==> src/rtl/wishbone_if.sv <==
// Wishbone B4 classic signal bundle shared by the arbiter's upstream and downstream ports.
interface wishbone_if;
  logic        cyc;
  logic        stb;
  logic        we;
  logic [3:0]  sel;
  logic [31:0] adr;
  logic [31:0] dat_w;
  logic [31:0] dat_r;
  logic        ack;

  modport master (
    output cyc, stb, we, sel, adr, dat_w,
    input  dat_r, ack
  );

  modport slave (
    input  cyc, stb, we, sel, adr, dat_w,
    output dat_r, ack
  );
endinterface

==> src/rtl/wishbone_arbiter_2to1.sv <==
// Two-master Wishbone arbiter: instruction-fetch and load/store masters share one
// downstream bus. Round-robin on ties, grant held for the whole cyc, and a wait
// watchdog that terminates a stalled transfer with an error word.
module wishbone_arbiter_2to1 #(
  parameter int unsigned TIMEOUT  = 255,
  parameter logic [31:0] ERR_DATA = 32'hFFFF_FFFF
) (
  input  logic       clk,
  input  logic       reset,
  wishbone_if.slave  if_wishbone_slave,
  wishbone_if.slave  lsu_wishbone_slave,
  wishbone_if.master mem_wishbone_master,
  output logic       o_timeout
);

  // Counter value seen during the TIMEOUT-th unanswered strobe cycle.
  localparam logic [15:0] WAIT_LAST = 16'(TIMEOUT - 1);

  typedef enum logic [1:0] {
    IDLE,
    GRANT_IF,
    GRANT_LSU
  } state_t;

  state_t      state;
  state_t      state_next;
  logic        last_lsu;
  logic        last_lsu_next;
  logic [15:0] wait_cnt;

  logic        if_req;
  logic        lsu_req;

  logic        g_cyc;
  logic        g_stb;
  logic        g_we;
  logic [3:0]  g_sel;
  logic [31:0] g_adr;
  logic [31:0] g_dat_w;

  logic        granted;
  logic        ack_ok;
  logic        timeout_hit;
  logic        resp_ack;
  logic [31:0] resp_dat;

  assign if_req  = if_wishbone_slave.cyc  & if_wishbone_slave.stb;
  assign lsu_req = lsu_wishbone_slave.cyc & lsu_wishbone_slave.stb;

  // State register and last-granted pointer (IF counts as last after reset)
  always_ff @(posedge clk or posedge reset) begin
    if (reset) begin
      state    <= IDLE;
      last_lsu <= 1'b0;
    end else begin
      state    <= state_next;
      last_lsu <= last_lsu_next;
    end
  end

  // Next-state selection and mux of the granted master's request signals
  always_comb begin
    state_next    = state;
    last_lsu_next = last_lsu;
    g_cyc         = 1'b0;
    g_stb         = 1'b0;
    g_we          = 1'b0;
    g_sel         = '0;
    g_adr         = '0;
    g_dat_w       = '0;
    case (state)
      IDLE: begin
        if (if_req && lsu_req) begin
          state_next = last_lsu ? GRANT_IF : GRANT_LSU;
        end else if (if_req) begin
          state_next = GRANT_IF;
        end else if (lsu_req) begin
          state_next = GRANT_LSU;
        end
      end
      GRANT_IF: begin
        g_cyc   = if_wishbone_slave.cyc;
        g_stb   = if_wishbone_slave.cyc & if_wishbone_slave.stb;
        g_we    = if_wishbone_slave.we;
        g_sel   = if_wishbone_slave.sel;
        g_adr   = if_wishbone_slave.adr;
        g_dat_w = if_wishbone_slave.dat_w;
        if (!if_wishbone_slave.cyc) begin
          state_next    = IDLE;
          last_lsu_next = 1'b0;
        end
      end
      GRANT_LSU: begin
        g_cyc   = lsu_wishbone_slave.cyc;
        g_stb   = lsu_wishbone_slave.cyc & lsu_wishbone_slave.stb;
        g_we    = lsu_wishbone_slave.we;
        g_sel   = lsu_wishbone_slave.sel;
        g_adr   = lsu_wishbone_slave.adr;
        g_dat_w = lsu_wishbone_slave.dat_w;
        if (!lsu_wishbone_slave.cyc) begin
          state_next    = IDLE;
          last_lsu_next = 1'b1;
        end
      end
      default: state_next = IDLE;
    endcase
  end

  // Downstream drive, watchdog detection and response steering to the granted master
  always_comb begin
    granted     = (state != IDLE);
    // Acks outside a strobed grant are dropped, including stale acks after reset.
    ack_ok      = granted & g_stb & mem_wishbone_master.ack;
    // A real ack on the limit cycle wins over the watchdog.
    timeout_hit = granted & g_stb & ~mem_wishbone_master.ack & (wait_cnt == WAIT_LAST);
    resp_ack    = ack_ok | timeout_hit;
    resp_dat    = timeout_hit ? ERR_DATA : mem_wishbone_master.dat_r;

    mem_wishbone_master.cyc   = g_cyc;
    mem_wishbone_master.stb   = g_stb & ~timeout_hit;
    mem_wishbone_master.we    = g_we;
    mem_wishbone_master.sel   = g_sel;
    mem_wishbone_master.adr   = g_adr;
    mem_wishbone_master.dat_w = g_dat_w;

    if_wishbone_slave.ack    = 1'b0;
    if_wishbone_slave.dat_r  = '0;
    lsu_wishbone_slave.ack   = 1'b0;
    lsu_wishbone_slave.dat_r = '0;
    if (state == GRANT_IF) begin
      if_wishbone_slave.ack   = resp_ack;
      if_wishbone_slave.dat_r = resp_dat;
    end
    if (state == GRANT_LSU) begin
      lsu_wishbone_slave.ack   = resp_ack;
      lsu_wishbone_slave.dat_r = resp_dat;
    end
  end

  // Wait counter: idle clears it (so every grant starts at zero), acks and timeouts clear it
  always_ff @(posedge clk or posedge reset) begin
    if (reset) begin
      wait_cnt <= '0;
    end else if (!granted || ack_ok || timeout_hit) begin
      wait_cnt <= '0;
    end else if (g_stb) begin
      wait_cnt <= wait_cnt + 16'd1;
    end
  end

  // Sticky timeout flag, cleared only by reset
  always_ff @(posedge clk or posedge reset) begin
    if (reset) begin
      o_timeout <= 1'b0;
    end else if (timeout_hit) begin
      o_timeout <= 1'b1;
    end
  end

endmodule

==> src/flat_wrapper.sv <==
// flat-port wrapper written by rule: the top's interface ports become plain ports
module wishbone_arbiter_2to1_flat 
#(
  parameter int unsigned TIMEOUT  = 255,
  parameter logic [31:0] ERR_DATA = 32'hFFFF_FFFF
)
  (clk, reset, o_timeout, if_wishbone_slave_cyc, if_wishbone_slave_stb, if_wishbone_slave_we, if_wishbone_slave_sel, if_wishbone_slave_adr, if_wishbone_slave_dat_w, if_wishbone_slave_dat_r, if_wishbone_slave_ack, lsu_wishbone_slave_cyc, lsu_wishbone_slave_stb, lsu_wishbone_slave_we, lsu_wishbone_slave_sel, lsu_wishbone_slave_adr, lsu_wishbone_slave_dat_w, lsu_wishbone_slave_dat_r, lsu_wishbone_slave_ack, mem_wishbone_master_cyc, mem_wishbone_master_stb, mem_wishbone_master_we, mem_wishbone_master_sel, mem_wishbone_master_adr, mem_wishbone_master_dat_w, mem_wishbone_master_dat_r, mem_wishbone_master_ack);
  wishbone_if if_wishbone_slave_i ();
  wishbone_if lsu_wishbone_slave_i ();
  wishbone_if mem_wishbone_master_i ();
  input  logic clk;
  input  logic reset;
  output logic o_timeout;
  input wire logic [$bits(if_wishbone_slave_i.cyc)-1:0] if_wishbone_slave_cyc;
  input wire logic [$bits(if_wishbone_slave_i.stb)-1:0] if_wishbone_slave_stb;
  input wire logic [$bits(if_wishbone_slave_i.we)-1:0] if_wishbone_slave_we;
  input wire logic [$bits(if_wishbone_slave_i.sel)-1:0] if_wishbone_slave_sel;
  input wire logic [$bits(if_wishbone_slave_i.adr)-1:0] if_wishbone_slave_adr;
  input wire logic [$bits(if_wishbone_slave_i.dat_w)-1:0] if_wishbone_slave_dat_w;
  output wire logic [$bits(if_wishbone_slave_i.dat_r)-1:0] if_wishbone_slave_dat_r;
  output wire logic [$bits(if_wishbone_slave_i.ack)-1:0] if_wishbone_slave_ack;
  input wire logic [$bits(lsu_wishbone_slave_i.cyc)-1:0] lsu_wishbone_slave_cyc;
  input wire logic [$bits(lsu_wishbone_slave_i.stb)-1:0] lsu_wishbone_slave_stb;
  input wire logic [$bits(lsu_wishbone_slave_i.we)-1:0] lsu_wishbone_slave_we;
  input wire logic [$bits(lsu_wishbone_slave_i.sel)-1:0] lsu_wishbone_slave_sel;
  input wire logic [$bits(lsu_wishbone_slave_i.adr)-1:0] lsu_wishbone_slave_adr;
  input wire logic [$bits(lsu_wishbone_slave_i.dat_w)-1:0] lsu_wishbone_slave_dat_w;
  output wire logic [$bits(lsu_wishbone_slave_i.dat_r)-1:0] lsu_wishbone_slave_dat_r;
  output wire logic [$bits(lsu_wishbone_slave_i.ack)-1:0] lsu_wishbone_slave_ack;
  output wire logic [$bits(mem_wishbone_master_i.cyc)-1:0] mem_wishbone_master_cyc;
  output wire logic [$bits(mem_wishbone_master_i.stb)-1:0] mem_wishbone_master_stb;
  output wire logic [$bits(mem_wishbone_master_i.we)-1:0] mem_wishbone_master_we;
  output wire logic [$bits(mem_wishbone_master_i.sel)-1:0] mem_wishbone_master_sel;
  output wire logic [$bits(mem_wishbone_master_i.adr)-1:0] mem_wishbone_master_adr;
  output wire logic [$bits(mem_wishbone_master_i.dat_w)-1:0] mem_wishbone_master_dat_w;
  input wire logic [$bits(mem_wishbone_master_i.dat_r)-1:0] mem_wishbone_master_dat_r;
  input wire logic [$bits(mem_wishbone_master_i.ack)-1:0] mem_wishbone_master_ack;
  assign if_wishbone_slave_i.cyc = if_wishbone_slave_cyc;
  assign if_wishbone_slave_i.stb = if_wishbone_slave_stb;
  assign if_wishbone_slave_i.we = if_wishbone_slave_we;
  assign if_wishbone_slave_i.sel = if_wishbone_slave_sel;
  assign if_wishbone_slave_i.adr = if_wishbone_slave_adr;
  assign if_wishbone_slave_i.dat_w = if_wishbone_slave_dat_w;
  assign if_wishbone_slave_dat_r = if_wishbone_slave_i.dat_r;
  assign if_wishbone_slave_ack = if_wishbone_slave_i.ack;
  assign lsu_wishbone_slave_i.cyc = lsu_wishbone_slave_cyc;
  assign lsu_wishbone_slave_i.stb = lsu_wishbone_slave_stb;
  assign lsu_wishbone_slave_i.we = lsu_wishbone_slave_we;
  assign lsu_wishbone_slave_i.sel = lsu_wishbone_slave_sel;
  assign lsu_wishbone_slave_i.adr = lsu_wishbone_slave_adr;
  assign lsu_wishbone_slave_i.dat_w = lsu_wishbone_slave_dat_w;
  assign lsu_wishbone_slave_dat_r = lsu_wishbone_slave_i.dat_r;
  assign lsu_wishbone_slave_ack = lsu_wishbone_slave_i.ack;
  assign mem_wishbone_master_cyc = mem_wishbone_master_i.cyc;
  assign mem_wishbone_master_stb = mem_wishbone_master_i.stb;
  assign mem_wishbone_master_we = mem_wishbone_master_i.we;
  assign mem_wishbone_master_sel = mem_wishbone_master_i.sel;
  assign mem_wishbone_master_adr = mem_wishbone_master_i.adr;
  assign mem_wishbone_master_dat_w = mem_wishbone_master_i.dat_w;
  assign mem_wishbone_master_i.dat_r = mem_wishbone_master_dat_r;
  assign mem_wishbone_master_i.ack = mem_wishbone_master_ack;
  wishbone_arbiter_2to1 #(.TIMEOUT(TIMEOUT), .ERR_DATA(ERR_DATA)) u_core (.clk(clk), .reset(reset), .if_wishbone_slave(if_wishbone_slave_i), .lsu_wishbone_slave(lsu_wishbone_slave_i), .mem_wishbone_master(mem_wishbone_master_i), .o_timeout(o_timeout));
endmodule
==> config.mk <==
export PLATFORM = sky130hd
export DESIGN_NAME = wishbone_arbiter_2to1_flat
export DESIGN_NICKNAME = d
export VERILOG_FILES = /design/src/rtl/wishbone_if.sv /design/src/rtl/wishbone_arbiter_2to1.sv /design/src/flat_wrapper.sv
export SDC_FILE = /design/constraint.sdc
export NUM_CORES = 1
export LEC_CHECK = 0
export ABC_CLOCK_PERIOD_IN_PS = 2600
export BUFFER_PORTS_ARGS = -buffer_cell sky130_fd_sc_hd__clkbuf_2
export CORE_AREA = 3 3 122 124
export DETAILED_ROUTE_END_ITERATION = 6
export DIE_AREA = 0 0 125 127
export GPL_ROUTABILITY_DRIVEN = 0
export SLEW_MARGIN = 10
export SYNTH_ARGS = -nofsm -noshare
export SYNTH_HDL_FRONTEND = slang
export SYNTH_SLANG_ARGS = --single-unit
==> constraint.sdc <==
create_clock -name clk -period 2.6 [get_ports clk]
set_input_delay 0.26 -clock clk [delete_from_list [all_inputs] [get_ports clk]]
set_output_delay 0.26 -clock clk [all_outputs]
set_load 0.1 [all_outputs]
# After elaboration in Yosys (flattened, before gate mapping)
# Index checks and enable logic that the tools add are counted.
# op_classes
n_addsub	1
n_eq_ne	6
mux	23
bitwise	10
n_reduce_logical	10
# ops
cell	count
$pmux W32 S2	2
$mux W32	3
$mux W16	2
$add A16 B1 Y16 const B	1
$eq A16 B8 Y1 const B	1
$mux W2	6
$pmux W1 S2	4
$pmux W4 S2	1
$and A1 B1 Y1	7
$pmux W2 S3	1
$reduce_and A3 Y1	2
$reduce_bool A2 Y1	3
$mux W1	4
$ne A2 B2 Y1 const B	2
$ne A4 B1 Y1 const B	1
$eq A2 B1 Y1 const B	1
$eq A2 B2 Y1 const B	1
$logic_not A2 Y1	1
$logic_or A1 B1 Y1	2
$not A1 Y1	2
$logic_and A1 B1 Y1	1
$logic_not A1 Y1	1
$or A1 B1 Y1	1
# word_totals
ff_bits	20
output_inout_bits	138

# Logic depth before layout (Yosys ltp)
# depth
word_depth	7
mapped_depth	10
mapped_depth_nobuf	6

# Worst setup path before layout
# Ideal clock, no wire load.
# synth_timing
kind	register to output
from	reg u_core.state[0]
to	out if_wishbone_slave_ack
arrival_ps	2845
required_ps	2340
path_slack_ps	-505
stages_incl_launch_ff	9
path_buffers	2
cell_sequence	dfrtp_1 -> inv_1 -> ha_1 -> buf_4 -> nand4_4 -> and2_1 -> buf_2 -> a211o_1 -> nor2_1
# synth_between
elab_chain_cells	7
word_cells_on_any_way	10
classes_between	2 x eq/ne; 2 x mux; 5 x bitwise; 1 x reduce/logical
# synth_lines
item	line	source
start, declared	wishbone_arbiter_2to1.sv:25	state_t state;
start signal, assigned	wishbone_arbiter_2to1.sv:56	state <= state_next;
$eq A2 B2 Y1 or $eq A2 B1 Y1 (tied branches)	wishbone_arbiter_2to1.sv:71, wishbone_arbiter_2to1.sv:130	
$pmux W1 S2	wishbone_arbiter_2to1.sv:71	case (state)
$and A1 B1 Y1	wishbone_arbiter_2to1.sv:113, wishbone_arbiter_2to1.sv:115	
$and A1 B1 Y1 (2 in series)	wishbone_arbiter_2to1.sv:115	timeout_hit = granted & g_stb & ~mem_wishbone_master.ack & (wait_cnt == WAIT_LAST);
$or A1 B1 Y1	wishbone_arbiter_2to1.sv:116	resp_ack = ack_ok | timeout_hit;
$mux W1 (*)	wishbone_arbiter_2to1.sv:130	if (state == GRANT_IF) begin
end, declared	flat_wrapper.sv:21	output wire logic [$bits(if_wishbone_slave_i.ack)-1:0] if_wishbone_slave_ack;
# Mark *: on every way between the ends. The rest lies on a longest branch, timed or not.

# Final worst setup path
# layout_timing
from	reg u_core.wait_cnt[0]
to	out lsu_wishbone_slave_dat_r[7]
# layout_between
elab_chain_cells	4
# layout_lines
item	line	source
start, declared	wishbone_arbiter_2to1.sv:29	logic [15:0] wait_cnt;
start signal, assigned	wishbone_arbiter_2to1.sv:147	wait_cnt <= wait_cnt + 16'd1;
$eq A16 B8 Y1	wishbone_arbiter_2to1.sv:115	
$and A1 B1 Y1	wishbone_arbiter_2to1.sv:115	
$mux W32	wishbone_arbiter_2to1.sv:117	resp_dat = timeout_hit ? ERR_DATA : mem_wishbone_master.dat_r;
$mux W32	wishbone_arbiter_2to1.sv:134	if (state == GRANT_LSU) begin
end, declared	flat_wrapper.sv:28	output wire logic [$bits(lsu_wishbone_slave_i.dat_r)-1:0] lsu_wishbone_slave_dat_r;
# Every way passes these cells.

==> key figures <==
Run status
  • Run status: completed

Logic synthesis
  • Post-synth top area share: 18.0%
  • Post-synth EDFFs: 0
  • Mapped Avg Cell Area: 7.55 um^2
  • Top FF cell, synth: dfrtp_1
  • Synth Register Bits: 20
  • Yosys warnings: 0
  • Ranking of synthesized cells by area: a22oi_1, dfrtp_1, o21a_1
  • Post-Syn Area: 2910 um^2
  • Post-Syn Instances: 386
  • Cell taking the most area after synthesis: a22oi_1
  • Count of different cell masters after synthesis: 44
  • Mapped Nets: 569
  • Ys async rst share: 100%
  • Sequential share of the synthesized area: 17.2%

Timing
  • Max-slew violation count: 0
  • Peak Freq: 0.400 GHz
  • Clock skew: 5.35 ps
  • Final setup viols: 0
  • Fin crit period: 2500 ps
  • Tcrit/Tclk final: 96.2%
  • Slew HR: 46.8%
  • Setup TNS: 0 ps
  • Tightest Pin Transition: 797 ps
  • Hold Vio Cnt, Final: 0

Clocking
  • Max clock buf depth: 2
  • CTS tree: yes
  • CTS Buf Count: 3
  • Clock root buffer: clkbuf_16
  • Htree depth: 1
  • Sink Count: 20
  • Hold bufs inserted after CTS: 0
  • Latest clock arrival within the worst-skew pair: 250 ps
  • Clk slew on worst S/H paths: 60 ps

Routing
  • Initial DRC count: 210
  • Routed wire length: 16800 um
  • DR pass1 iterations: 4
  • WL/cell: 19.4 um
  • Antenna Violating Nets Remaining: 0
  • DR vias: 4132
  • DRC viols: 0
  • Vias per cell: 4.79

Pwr
  • Pwr Density: 1400 nW/um^2
  • Lkg Pwr: 0.00306 uW
  • Maximum VDD drop: 0.000871 V

Critical path
  • Startpoint types: register
  • CP arrival: 2240 ps
  • Crit-path max FO: 16
  • Top Family by Delay on Critical Path: simple AND/OR/NAND/NOR gates
  • CP Capture Type: primary output
  • Critical Path, Cell by Cell: inv_1 -> ha_1 -> and4b_1 -> nand4_1 -> nor3_4 -> buf_6 -> clkbuf_16 -> o21a_2 -> buf_12
  • Max stage delay on crit path: 430 ps
  • Data required time of the worst path: 2340 ps
  • CP Class: register to primary output
  • Worst path buffer plus inverter count: 4
  • Slowest CP cell: dfrtp_2

Floorplanning
  • Row count: 43
  • Total core area: 13900 um^2
  • Die Ht: 127 um
  • Die area: 15900 um^2
  • Initial Util: 21.0%
  • Die Width: 125 um
  • Io pins: 315

Global routing
  • Largest net degree at the start of global routing: 104
  • Number of antenna violations at the first check in global routing: 0
  • GRT Total Usage: 19.2%
  • Vias in the first global route: 4067
  • Global-route wire length before repair: 24200 um
  • Total grt overflow: 0

Cells and area
  • ANT cells: 0
  • Final Net Count: 867
  • Area grow syn2layout: 149%
  • Multi-input gate area: 2480 um^2
  • Layout cell share with drive strength beyond 1: 72.2%
  • Final core utilization: 52.3%
  • Filler cells: 1261
  • Reg area: 503 um^2

Hold path
  • Tightest Hold Check Type: primary input to asynchronous set/reset pin

Placed design
  • Port bufs: 314
  • Hpwl dp: 13400 um

Run
  • Maxcap violations: 0
[worst paths after layout]
path | slack (ps) | to | startpoint | cells past startpoint
worst max-delay path | 100 | lsu_wishbone_slave_dat_r[7] | u_core.wait_cnt[0] | 9
min in group clk | 360 | u_core.state[0] | if_wishbone_slave_stb | 3
max in group asynchronous | 1920 | u_core.wait_cnt[0] | reset | 2
worst max register to register | 460 | u_core.wait_cnt[12] | u_core.state[0] | 7
worst min register to register | 480 | u_core.o_timeout | u_core.o_timeout | 1
worst min-delay path | 130 | u_core.wait_cnt[15] | reset | 2
[metal layers]
layer | vias to the layer above | global-route usage (%) | part of all wire (%)
met2 | 170 | 38.4 | 56
met1 | 1924 | 21.1 | 36
met4 | 0 | 1.91 | 0.84
li1 | 2027 | - | -
met5 | - | 0 | 0
met3 | 11 | 4.52 | 7.2
[cells in the final DEF, fill, tap and decap left out, types with 6 or more instances in the layout]
| cell | netlist | routed |
|---|---|---|
| clkbuf_2 | 0 | 177 |
| buf_12 | 0 | 141 |
| a22oi_1 | 70 | 70 |
| nor2b_2 | 0 | 70 |
| o21a_2 | 0 | 64 |
| a21oi_1 | 18 | 18 |
| dfrtp_1 | 20 | 18 |
| buf_4 | 2 | 12 |
| inv_1 | 13 | 11 |
| nand2_1 | 11 | 11 |
| nand3_1 | 9 | 9 |
| o21ai_0 | 6 | 6 |
| nor2_1 | 9 | 6 |
[logic make-up after synthesis]
kind of cell / count (synthesis) / synth area share, %
AO/OA/AOI/OAI: 175 / 43.8
AND/OR/NAND/NOR: 128 / 27.0
buffers and inverters: 55 / 8.76
flip-flops: 20 / 17.2
adder cells (fa/ha/maj): 6 / 2.58
XOR/XNOR: 2 / 0.601
[power by group]
group	internal, uW	switching [uW]	leakage, uW
logic	3330	6060	0.00273
clock network	305	118	0.0000511
registers	337	22.1	0.000274
total	3970	6200	0.00306
[stage by stage]
| step | cell area (um^2) | setup slack, ps | power, uW | hold WS [ps] | cells |
|---|---|---|---|---|---|
| after global placement | 6990 | 229 | 9730 | 421 | 848 |
| after floorplan | 3180 | -94.0 | 6400 | 224 | 386 |
| after CTS | 7150 | 2.42 | 10200 | 161 | 855 |
| after global routing | 7270 | -21.7 | 10500 | 222 | 863 |
| final | 7270 | 100 | 10200 | 130 | 863 |
| after detailed placement | 6990 | 177 | 9750 | 434 | 848 |
[registers in the layout, indices dropped and copies added, names as in the netlist]
name and flops:
u_core.wait_cnt 16, u_core.state 2, u_core.last_lsu 1, u_core.o_timeout 1
[timing repair]
item | 4_1_cts | 5_1_grt
cloned | 1 | 2
endpoints found under the hold margin | 0 | 0
setup buffers | 2 | 6
endpoints found under the setup margin | 66 | 68
gates resized for setup | 3 | 8
pin swaps | 2 | 3
[synth_stat cells (all sizes together), types with 2 or more instances]
cell,count
a22oi,70
nor2b,70
o21a,64
clkbuf,28
dfrtp,20
a21oi,18
buf,14
inv,13
nand2,11
nand3,9
nor2,9
ha,6
o21ai,6
and3,5
or3,5
nand4,4
and4,3
a211o,2
a211oi,2
a21boi,2
nand3b,2
nor3,2
nor4,2
o32ai,2
or2,2
or4,2
xnor2,2
[final cells by class]
class / count / share of cell area, %
Timing Repair Buffer: 335 / 53.7
Multi-Input combinational cell: 311 / 34.2
Sequential cell: 20 / 6.92
Tap cell: 180 / 3.10
Clock buffer: 3 / 1.03
Inverter: 13 / 0.672
Clock inverter: 1 / 0.413
No activity file was read; power rests on OpenSTA's default activity.
